`config.mk`:
```
export PLATFORM = sky130hd
export DESIGN_NAME = mul_ctrl_flat
export DESIGN_NICKNAME = d
export VERILOG_FILES = /design/src/rtl/mul_ctrl_if.sv /design/src/rtl/mul_ctrl.sv /design/src/flat_wrapper.sv
export SDC_FILE = /design/constraint.sdc
export NUM_CORES = 1
export LEC_CHECK = 0
export CORE_ASPECT_RATIO = 0.6
export CORE_MARGIN = 2
export CORE_UTILIZATION = 35
export DETAILED_ROUTE_END_ITERATION = 12
export SETUP_SLACK_MARGIN = 0.15
export SYNTH_ARGS = -nofsm -noshare
export SYNTH_HDL_FRONTEND = slang
export SYNTH_SLANG_ARGS = --single-unit
```
`constraint.sdc`:
```
create_clock -name clk_i -period 2.82 [get_ports clk_i]
set_clock_uncertainty 0.2 [all_clocks]
set_input_delay 0.564 -clock clk_i [delete_from_list [all_inputs] [get_ports clk_i]]
set_output_delay 0.564 -clock clk_i [all_outputs]
set_load 0.01 [all_outputs]
```
`src/rtl/mul_ctrl_if.sv`:
```
// Issue, multiplier and writeback signals of mul_ctrl, bundled as one interface.
// The slave modport is the controller's view; master is the surrounding EXE stage.
interface mul_ctrl_if #(
    parameter int XLEN = 32
);
    logic              ex_valid_i;
    logic              ex_ready_o;
    logic [2:0]        ex_funct3_i;
    logic [XLEN-1:0]   ex_rs1_i;
    logic [XLEN-1:0]   ex_rs2_i;
    logic [4:0]        ex_rd_i;
    logic              flush_i;
    logic              mul_req_o;
    logic [XLEN-1:0]   mul_a_o;
    logic [XLEN-1:0]   mul_b_o;
    logic              mul_ready_i;
    logic [2*XLEN-1:0] mul_result_i;
    logic              wb_valid_o;
    logic              wb_ready_i;
    logic [4:0]        wb_rd_o;
    logic [XLEN-1:0]   wb_data_o;
    logic              busy_o;

    modport slave (
        input  ex_valid_i, ex_funct3_i, ex_rs1_i, ex_rs2_i, ex_rd_i, flush_i,
        input  mul_ready_i, mul_result_i, wb_ready_i,
        output ex_ready_o, mul_req_o, mul_a_o, mul_b_o,
        output wb_valid_o, wb_rd_o, wb_data_o, busy_o
    );

    modport master (
        output ex_valid_i, ex_funct3_i, ex_rs1_i, ex_rs2_i, ex_rd_i, flush_i,
        output mul_ready_i, mul_result_i, wb_ready_i,
        input  ex_ready_o, mul_req_o, mul_a_o, mul_b_o,
        input  wb_valid_o, wb_rd_o, wb_data_o, busy_o
    );
endinterface

```
`src/rtl/mul_ctrl.sv`:
```
// RV32M multiply sequencer: strips operand signs, drives the unsigned shift-add
// multiplier through req/ready, re-applies the sign and hands the word to writeback.
module mul_ctrl #(
    parameter int XLEN = 32
) (
    input  logic      clk_i,
    input  logic      rst_ni,
    mul_ctrl_if.slave bus
);
    typedef enum logic [1:0] {
        IDLE = 2'd0,
        REQ  = 2'd1,
        FIX  = 2'd2,
        OUT  = 2'd3
    } state_t;

    localparam logic [XLEN-1:0]   ONE_X = XLEN'(1);
    localparam logic [2*XLEN-1:0] ONE_P = (2*XLEN)'(1);

    state_t            state_reg, state_next;
    logic              accept, take_prod, load_wb;
    logic [1:0]        op_reg;
    logic [4:0]        rd_reg;
    logic              neg_reg;
    logic [XLEN-1:0]   a_reg, b_reg;
    logic [2*XLEN-1:0] prod_reg;
    logic [XLEN-1:0]   wb_data_reg;
    logic [4:0]        wb_rd_reg;

    logic              sa, sb;
    logic [XLEN-1:0]   a_next, b_next;
    logic [2*XLEN-1:0] fix_prod;
    logic [XLEN-1:0]   fix_word;
    logic              unused_funct3;

    // funct3[1:0]: 00 MUL, 01 MULH, 10 MULHSU, 11 MULHU
    assign sa     = bus.ex_rs1_i[XLEN-1] & (bus.ex_funct3_i[1:0] != 2'b11);
    assign sb     = bus.ex_rs2_i[XLEN-1] & ~bus.ex_funct3_i[1];
    assign a_next = sa ? (~bus.ex_rs1_i + ONE_X) : bus.ex_rs1_i;
    assign b_next = sb ? (~bus.ex_rs2_i + ONE_X) : bus.ex_rs2_i;

    assign fix_prod = neg_reg ? (~prod_reg + ONE_P) : prod_reg;
    assign fix_word = (op_reg == 2'b00) ? fix_prod[XLEN-1:0] : fix_prod[2*XLEN-1:XLEN];

    assign unused_funct3 = bus.ex_funct3_i[2];

    // Outputs are decoded from the registered state, so reset drops mul_req_o at once.
    assign bus.ex_ready_o = (state_reg == IDLE);
    assign bus.busy_o     = (state_reg != IDLE);
    assign bus.mul_req_o  = (state_reg == REQ);
    assign bus.wb_valid_o = (state_reg == OUT);
    assign bus.mul_a_o    = a_reg;
    assign bus.mul_b_o    = b_reg;
    assign bus.wb_data_o  = wb_data_reg;
    assign bus.wb_rd_o    = wb_rd_reg;

    always_ff @(posedge clk_i or negedge rst_ni) begin
        if (!rst_ni) begin
            state_reg <= IDLE;
        end else begin
            state_reg <= state_next;
        end
    end

    // Flush beats every other event in every non-idle state.
    always_comb begin
        state_next = state_reg;
        accept     = 1'b0;
        take_prod  = 1'b0;
        load_wb    = 1'b0;
        case (state_reg)
            IDLE: begin
                if (bus.ex_valid_i && !bus.flush_i) begin
                    accept     = 1'b1;
                    state_next = REQ;
                end
            end
            REQ: begin
                if (bus.flush_i) begin
                    state_next = IDLE;
                end else if (bus.mul_ready_i) begin
                    take_prod  = 1'b1;
                    state_next = FIX;
                end
            end
            FIX: begin
                if (bus.flush_i) begin
                    state_next = IDLE;
                end else begin
                    load_wb    = 1'b1;
                    state_next = OUT;
                end
            end
            OUT: begin
                if (bus.flush_i || bus.wb_ready_i) begin
                    state_next = IDLE;
                end
            end
            default: state_next = IDLE;
        endcase
    end

    always_ff @(posedge clk_i or negedge rst_ni) begin
        if (!rst_ni) begin
            op_reg      <= 2'b00;
            rd_reg      <= 5'd0;
            neg_reg     <= 1'b0;
            a_reg       <= '0;
            b_reg       <= '0;
            prod_reg    <= '0;
            wb_data_reg <= '0;
            wb_rd_reg   <= 5'd0;
        end else begin
            if (accept) begin
                op_reg  <= bus.ex_funct3_i[1:0];
                rd_reg  <= bus.ex_rd_i;
                neg_reg <= sa ^ sb;
                a_reg   <= a_next;
                b_reg   <= b_next;
            end
            if (take_prod) begin
                prod_reg <= bus.mul_result_i;
            end
            if (load_wb) begin
                wb_data_reg <= fix_word;
                wb_rd_reg   <= rd_reg;
            end
        end
    end
endmodule

```
`src/flat_wrapper.sv`:
```
// flat-port wrapper written by rule: the top's interface ports become plain ports
module mul_ctrl_flat 
#(
    parameter int XLEN = 32
)
  (clk_i, rst_ni, bus_ex_valid_i, bus_ex_funct3_i, bus_ex_rs1_i, bus_ex_rs2_i, bus_ex_rd_i, bus_flush_i, bus_mul_ready_i, bus_mul_result_i, bus_wb_ready_i, bus_ex_ready_o, bus_mul_req_o, bus_mul_a_o, bus_mul_b_o, bus_wb_valid_o, bus_wb_rd_o, bus_wb_data_o, bus_busy_o);
  mul_ctrl_if #(.XLEN(XLEN)) bus_i ();
  input  logic clk_i;
  input  logic rst_ni;
  input wire logic [$bits(bus_i.ex_valid_i)-1:0] bus_ex_valid_i;
  input wire logic [$bits(bus_i.ex_funct3_i)-1:0] bus_ex_funct3_i;
  input wire logic [$bits(bus_i.ex_rs1_i)-1:0] bus_ex_rs1_i;
  input wire logic [$bits(bus_i.ex_rs2_i)-1:0] bus_ex_rs2_i;
  input wire logic [$bits(bus_i.ex_rd_i)-1:0] bus_ex_rd_i;
  input wire logic [$bits(bus_i.flush_i)-1:0] bus_flush_i;
  input wire logic [$bits(bus_i.mul_ready_i)-1:0] bus_mul_ready_i;
  input wire logic [$bits(bus_i.mul_result_i)-1:0] bus_mul_result_i;
  input wire logic [$bits(bus_i.wb_ready_i)-1:0] bus_wb_ready_i;
  output wire logic [$bits(bus_i.ex_ready_o)-1:0] bus_ex_ready_o;
  output wire logic [$bits(bus_i.mul_req_o)-1:0] bus_mul_req_o;
  output wire logic [$bits(bus_i.mul_a_o)-1:0] bus_mul_a_o;
  output wire logic [$bits(bus_i.mul_b_o)-1:0] bus_mul_b_o;
  output wire logic [$bits(bus_i.wb_valid_o)-1:0] bus_wb_valid_o;
  output wire logic [$bits(bus_i.wb_rd_o)-1:0] bus_wb_rd_o;
  output wire logic [$bits(bus_i.wb_data_o)-1:0] bus_wb_data_o;
  output wire logic [$bits(bus_i.busy_o)-1:0] bus_busy_o;
  assign bus_i.ex_valid_i = bus_ex_valid_i;
  assign bus_i.ex_funct3_i = bus_ex_funct3_i;
  assign bus_i.ex_rs1_i = bus_ex_rs1_i;
  assign bus_i.ex_rs2_i = bus_ex_rs2_i;
  assign bus_i.ex_rd_i = bus_ex_rd_i;
  assign bus_i.flush_i = bus_flush_i;
  assign bus_i.mul_ready_i = bus_mul_ready_i;
  assign bus_i.mul_result_i = bus_mul_result_i;
  assign bus_i.wb_ready_i = bus_wb_ready_i;
  assign bus_ex_ready_o = bus_i.ex_ready_o;
  assign bus_mul_req_o = bus_i.mul_req_o;
  assign bus_mul_a_o = bus_i.mul_a_o;
  assign bus_mul_b_o = bus_i.mul_b_o;
  assign bus_wb_valid_o = bus_i.wb_valid_o;
  assign bus_wb_rd_o = bus_i.wb_rd_o;
  assign bus_wb_data_o = bus_i.wb_data_o;
  assign bus_busy_o = bus_i.busy_o;
  mul_ctrl #(.XLEN(XLEN)) u_core (.clk_i(clk_i), .rst_ni(rst_ni), .bus(bus_i));
endmodule
```
### Yosys cells after proc, flatten, opt, wreduce, memory -nomap -nowiden

Index checks and enable logic that the tools add are counted.
W data, S select, Z words.

* register bits after elaboration: 175
* output and inout port bits: 105
* word-level logic and storage cells: 50
* bits of input ports: 142

* reductions and logical operators: 7
* equality and inequality tests: 7
* bitwise gates (word level): 7
* multiplexer cells: 17
* $add $sub $neg: 3

Operator list (number)
* $mux W32: 3
* $add A32 B1 Y32 const B: 2
* $add A64 B1 Y64 const B: 1
* $mux W64: 1
* $not A32 Y32: 2
* $not A64 Y64: 1
* $mux W2: 5
* $pmux W2 S4: 1
* $mux W1: 7
* $eq A2 B2 Y1 const B: 2
* $logic_not A2 Y1: 2
* $ne A2 B1 Y1 const B: 2
* $ne A3 B3 Y1 const B: 1
* $reduce_and A3 Y1: 1
* $and A1 B1 Y1: 2
* $eq A2 B1 Y1 const B: 1
* $ne A2 B2 Y1 const B: 1
* $reduce_bool A2 Y1: 1
* $logic_and A1 B1 Y1: 1
* $logic_not A1 Y1: 1
* $logic_or A1 B1 Y1: 1
* $not A1 Y1: 1
* $xor A1 B1 Y1: 1

### Logic depth before layout (Yosys ltp)

* depth in word-level cells: 4
* gate-level depth with buffers: 10
* gate-level depth less buffers: 8

### Worst setup path after synthesis

OpenSTA, ideal clock, no wires.

* path type: register -> register
* start: register u_core.prod_reg[2]
* end: register u_core.wb_data_reg[25], in the netlist u_core.bus.wb_data_o[25]
* cell stages (with the launch flop): 9
* data required time: 2.544 ns
* arrival time: 2.650 ns
* library setup time: 0.076 ns
* slack: -0.107 ns
* buffers on the path: 2
* period minus slack after synthesis: 2.927 ns
* cell sequence: dfrtp_1 > or4_4 > or4_4 > buf_6 > or3_1 > buf_6 > nor4_2 > mux2_2 > o21ai_1

* cells in the longest elaborated chain, start to end: 4

RTL lines
* from (decl): RTL line mul_ctrl.sv:26 `logic [2*XLEN-1:0] prod_reg;`
* from (signal assigned): RTL line mul_ctrl.sv:122 `prod_reg <= bus.mul_result_i;`
* $not A64 Y64: RTL line mul_ctrl.sv:42 `assign fix_prod = neg_reg ? (~prod_reg + ONE_P) : prod_reg;`
* $add A64 B1 Y64: RTL line mul_ctrl.sv:42
* $mux W64: RTL line mul_ctrl.sv:42
* $mux W32: RTL line mul_ctrl.sv:43 `assign fix_word = (op_reg == 2'b00) ? fix_prod[XLEN-1:0] : fix_prod[2*XLEN-1:XLEN];`
* to (signal assigned): RTL line mul_ctrl.sv:125 `wb_data_reg <= fix_word;`
* to (decl): RTL line mul_ctrl.sv:27 `logic [XLEN-1:0] wb_data_reg;`

Every way passes these cells.
A chain may end at the register's enable or synchronous reset.

### Worst setup path after layout

* start: register u_core.prod_reg[38]
* end: register u_core.wb_data_reg[13], in the netlist u_core.bus.wb_data_o[13]

The elaborated chain is that of the path after synthesis.

==> reports/metrics.cfg <==
[setup_path]
critPathRequiredTime_ns = 2.95
start_kind = flop
path_max_fanout = 4
criticalPathCategory = flop to flop
r2r_cells = 7
critical_path.slowest_cell = or4_4
cp-startpoint = u_core.prod_reg[38]
r2r_slack_ns = -0.03
path_cells = or4_4 > or3_4 > or4_4 > buf_4 > o21ai_4 > xnor2_1 > a221o_1
cpPeakStageDelay_ns = 0.56
reg2reg_to = u_core.bus.wb_data_o[13]
worstSetupEndpointType = flop
regToRegStartpoint = u_core.prod_reg[38]
cp.arrival_ns = 2.98
crit_top_cell = or4_4
endpoint = u_core.bus.wb_data_o[13]

[floorplan]
start_util_pct = 35.8
ioPinCount = 247
dieArea_um2 = 28500
coreArea_um2 = 26500
fp.dieH_um = 132
die_w_um = 217
fp-row-count = 46

[global_routing]
grt_pass1_wl_mm = 52.3
grt.total_usage_pct = 23.8
grt_pass1_vias = 8982
grt_max_degree = 69
antenna_found_initial = 5
grt_overflow = 0

[outcome]
status = finished, violations left
failed_checks = setup timing

[synth]
netlist.area_leader.share_pct = 46.1
ys_seq_area_share_pct = 46.1
synth_area_leaders = dfrtp_1 (46%), mux2_2 (7.6%), nand2_1 (5.7%), o21ai_0 (5.5%), xnor2_1 (5.2%)
syn_area_um2 = 9510
synth_area_leader_cell = dfrtp_1
syn_inst = 994
synth_edf_count = 0
syn_area_per_cell_um2 = 9.56
synthArstFlopShare_pct = 100
yosysMostFrequentCell = dfrtp_1
yosysUniqueCellTypes = 57
synthesis.nets = 1139
ys.warnings.count = 0
synth_ff_type = dfrtp_1
ys_seq_elements = 175
yosys-top-cells-count = dfrtp_1 (175), nand2_1 (145), o21ai_0 (105)

[clocking]
path_clk_slew_ns = 0.07
cts-htree-levels = 4
clock_sinks = 175
cts_buffers = 17
clkLatencyLatePin_ns = 0.44
cts_root_buffer = clkbuf_16
cts_tree = done
clockBufferDepth = 2

[placement]
place_ws_ns = -0.501
hpwl_mm = 25.3
gp_routability_congestion = 0.896
port_buffers = 245

[route]
ant_nets = 0
drt-total-wl_mm = 33.8
drtPass1Iterations = 7
vias = 9021
wire_per_inst_um = 19.3
drc = 0
dr.first_iter.drc_count = 702
via_per_inst = 5.15

[power]
p_int_mw = 7.43
powerDensity_nw_per_um2 = 760
switching_share_pct = 34.7
seqPwrFrac_pct = 35.7
peakVddDrop_uv = 416
p_switching_mw = 3.94
clkPwrFrac_pct = 22.9
p_comb_share_pct = 41.4
power.leakage_nw = 6.23

[sta]
hold_violations = 0
clock.fmax_ghz = 0.351
finalWorstSetupSlack_ns = -0.0279
finalSetupTns_ns = -0.137
fin_crit_sh_pct = 101
min_period_ns = 2.85
relSlewSlack_pct = 56.1
rsz0062_at_grt = true
setup_violations = 6
finalMaxSlewViolations = 0
tightest_slew_ns = 0.658

[layout]
finalCoreUtilization_pct = 56.4
area_growth_pct = 57.4
largest_reg_flops = 64
nets = 1522
drive_above_1_share_pct = 25.6

[flow_run]
maxCapViolCount = 0

[hold_path]
hp-class = flop to flop

## repair_timing
item                                   4_1_cts  5_1_grt
setup buffers                                6       10
hold buffers                                 1        0
cloned                                       1        0
endpoints found under the hold margin       38        0
resized for setup                           75       57
setup endpoints to repair                   34       50
pin swaps                                   29       37
## metrics by stage
stage / total power, mW / hold WS (ns) / instance area (µm²) / std cells
floorplan: 5.94 / 0.0684 / 9700 / 994
global placement: 8.40 / 0.247 / 13600 / 1700
detailed placement: 8.46 / 0.262 / 13600 / 1700
CTS: 11.3 / 0.273 / 14600 / 1739
global route: 12.0 / 0.306 / 15000 / 1749
finish: 11.4 / 0.269 / 15000 / 1751
## cells in the final DEF (no fill, tap or decap), drive strengths merged, types with 3 or more instances in the layout
cell type	n
clkdlybuf4s50	233
dfrtp	175
buf	175
nand2	145
o21ai	107
mux2	64
nor2	57
xnor2	56
xor2	54
a21oi	37
o31ai	24
clkbuf	22
nor3	21
or4	21
nor4	21
inv	19
or3	18
o41ai	15
a22oi	11
nand4	9
a31oi	9
mux2i	8
dlymetal6s2s	7
nand3	7
or2	7
o221ai	5
nand2b	5
o22ai	5
a221oi	5
nand3b	4
and3	4
bufinv	4
nor3b	3
nor4b	3
ha	3
## routing by layer
metal,global-route usage [%],vias up,wire length [µm]
met3,8.43,29,3130
met5,0,-,30
met1,36.8,4349,16800
met4,3.81,4,304
li1,-,4329,-
met2,31.8,310,13600
## layout make-up
type,instances,area (µm²)
antenna,2,5.00
clock buffer,22,474
clock inverter,9,155
fill,2330,11600
inverter,17,63.8
multi-input combinational,747,5460
sequential,175,4380
tap,360,450
timing repair buffer,419,3980
## worst max-delay path: cells and delay by family (launching register included)
family / cells / cell delay (ns)
buffers and inverters: 1 / 0.17
AO/OA/AOI/OAI: 2 / 0.45
AND/OR/NAND/NOR: 3 / 1.45
flip-flops: 1 / 0.38
XOR/XNOR: 1 / 0.09
## logic make-up after synthesis
logic type	Yosys count	share of synthesized area [%]
AO/OA/AOI/OAI	228	14.8
flip-flops	175	46.1
AND/OR/NAND/NOR	333	17.1
multiplexers	72	8.42
buffers and inverters	73	3.09
adder cells (fa/ha/maj)	3	0.395
XOR/XNOR	110	10.1
## how the worst min path moves through the flow
stage	from	endpoint	slack [ns]	cells past startpoint
finish	u_core.rd_reg[0]	u_core.bus.wb_rd_o[0]	0.27	2
global route	u_core.rd_reg[0]	u_core.rd_reg[0]	0.31	2
CTS	u_core.rd_reg[0]	u_core.bus.wb_rd_o[0]	0.27	2
detailed placement	u_core.rd_reg[4]	u_core.bus.wb_rd_o[4]	0.26	2
global placement	u_core.rd_reg[1]	u_core.bus.wb_rd_o[1]	0.25	2
floorplan	rst_ni	u_core.bus.mul_a_o[0]	0.07	0
## power groups by stage
stage | Sequential [mW] | Combinational (mW) | Clock, mW
2_1_floorplan | 4.20 | 1.75 | 0
3_3_place_gp | 4.03 | 4.38 | 0
3_5_place_dp | 4.03 | 4.43 | 0
4_1_cts | 4.03 | 4.62 | 2.65
5_1_grt | 4.16 | 5.10 | 2.75
6_report | 4.06 | 4.71 | 2.60
(Power assumes the default switching activity.)
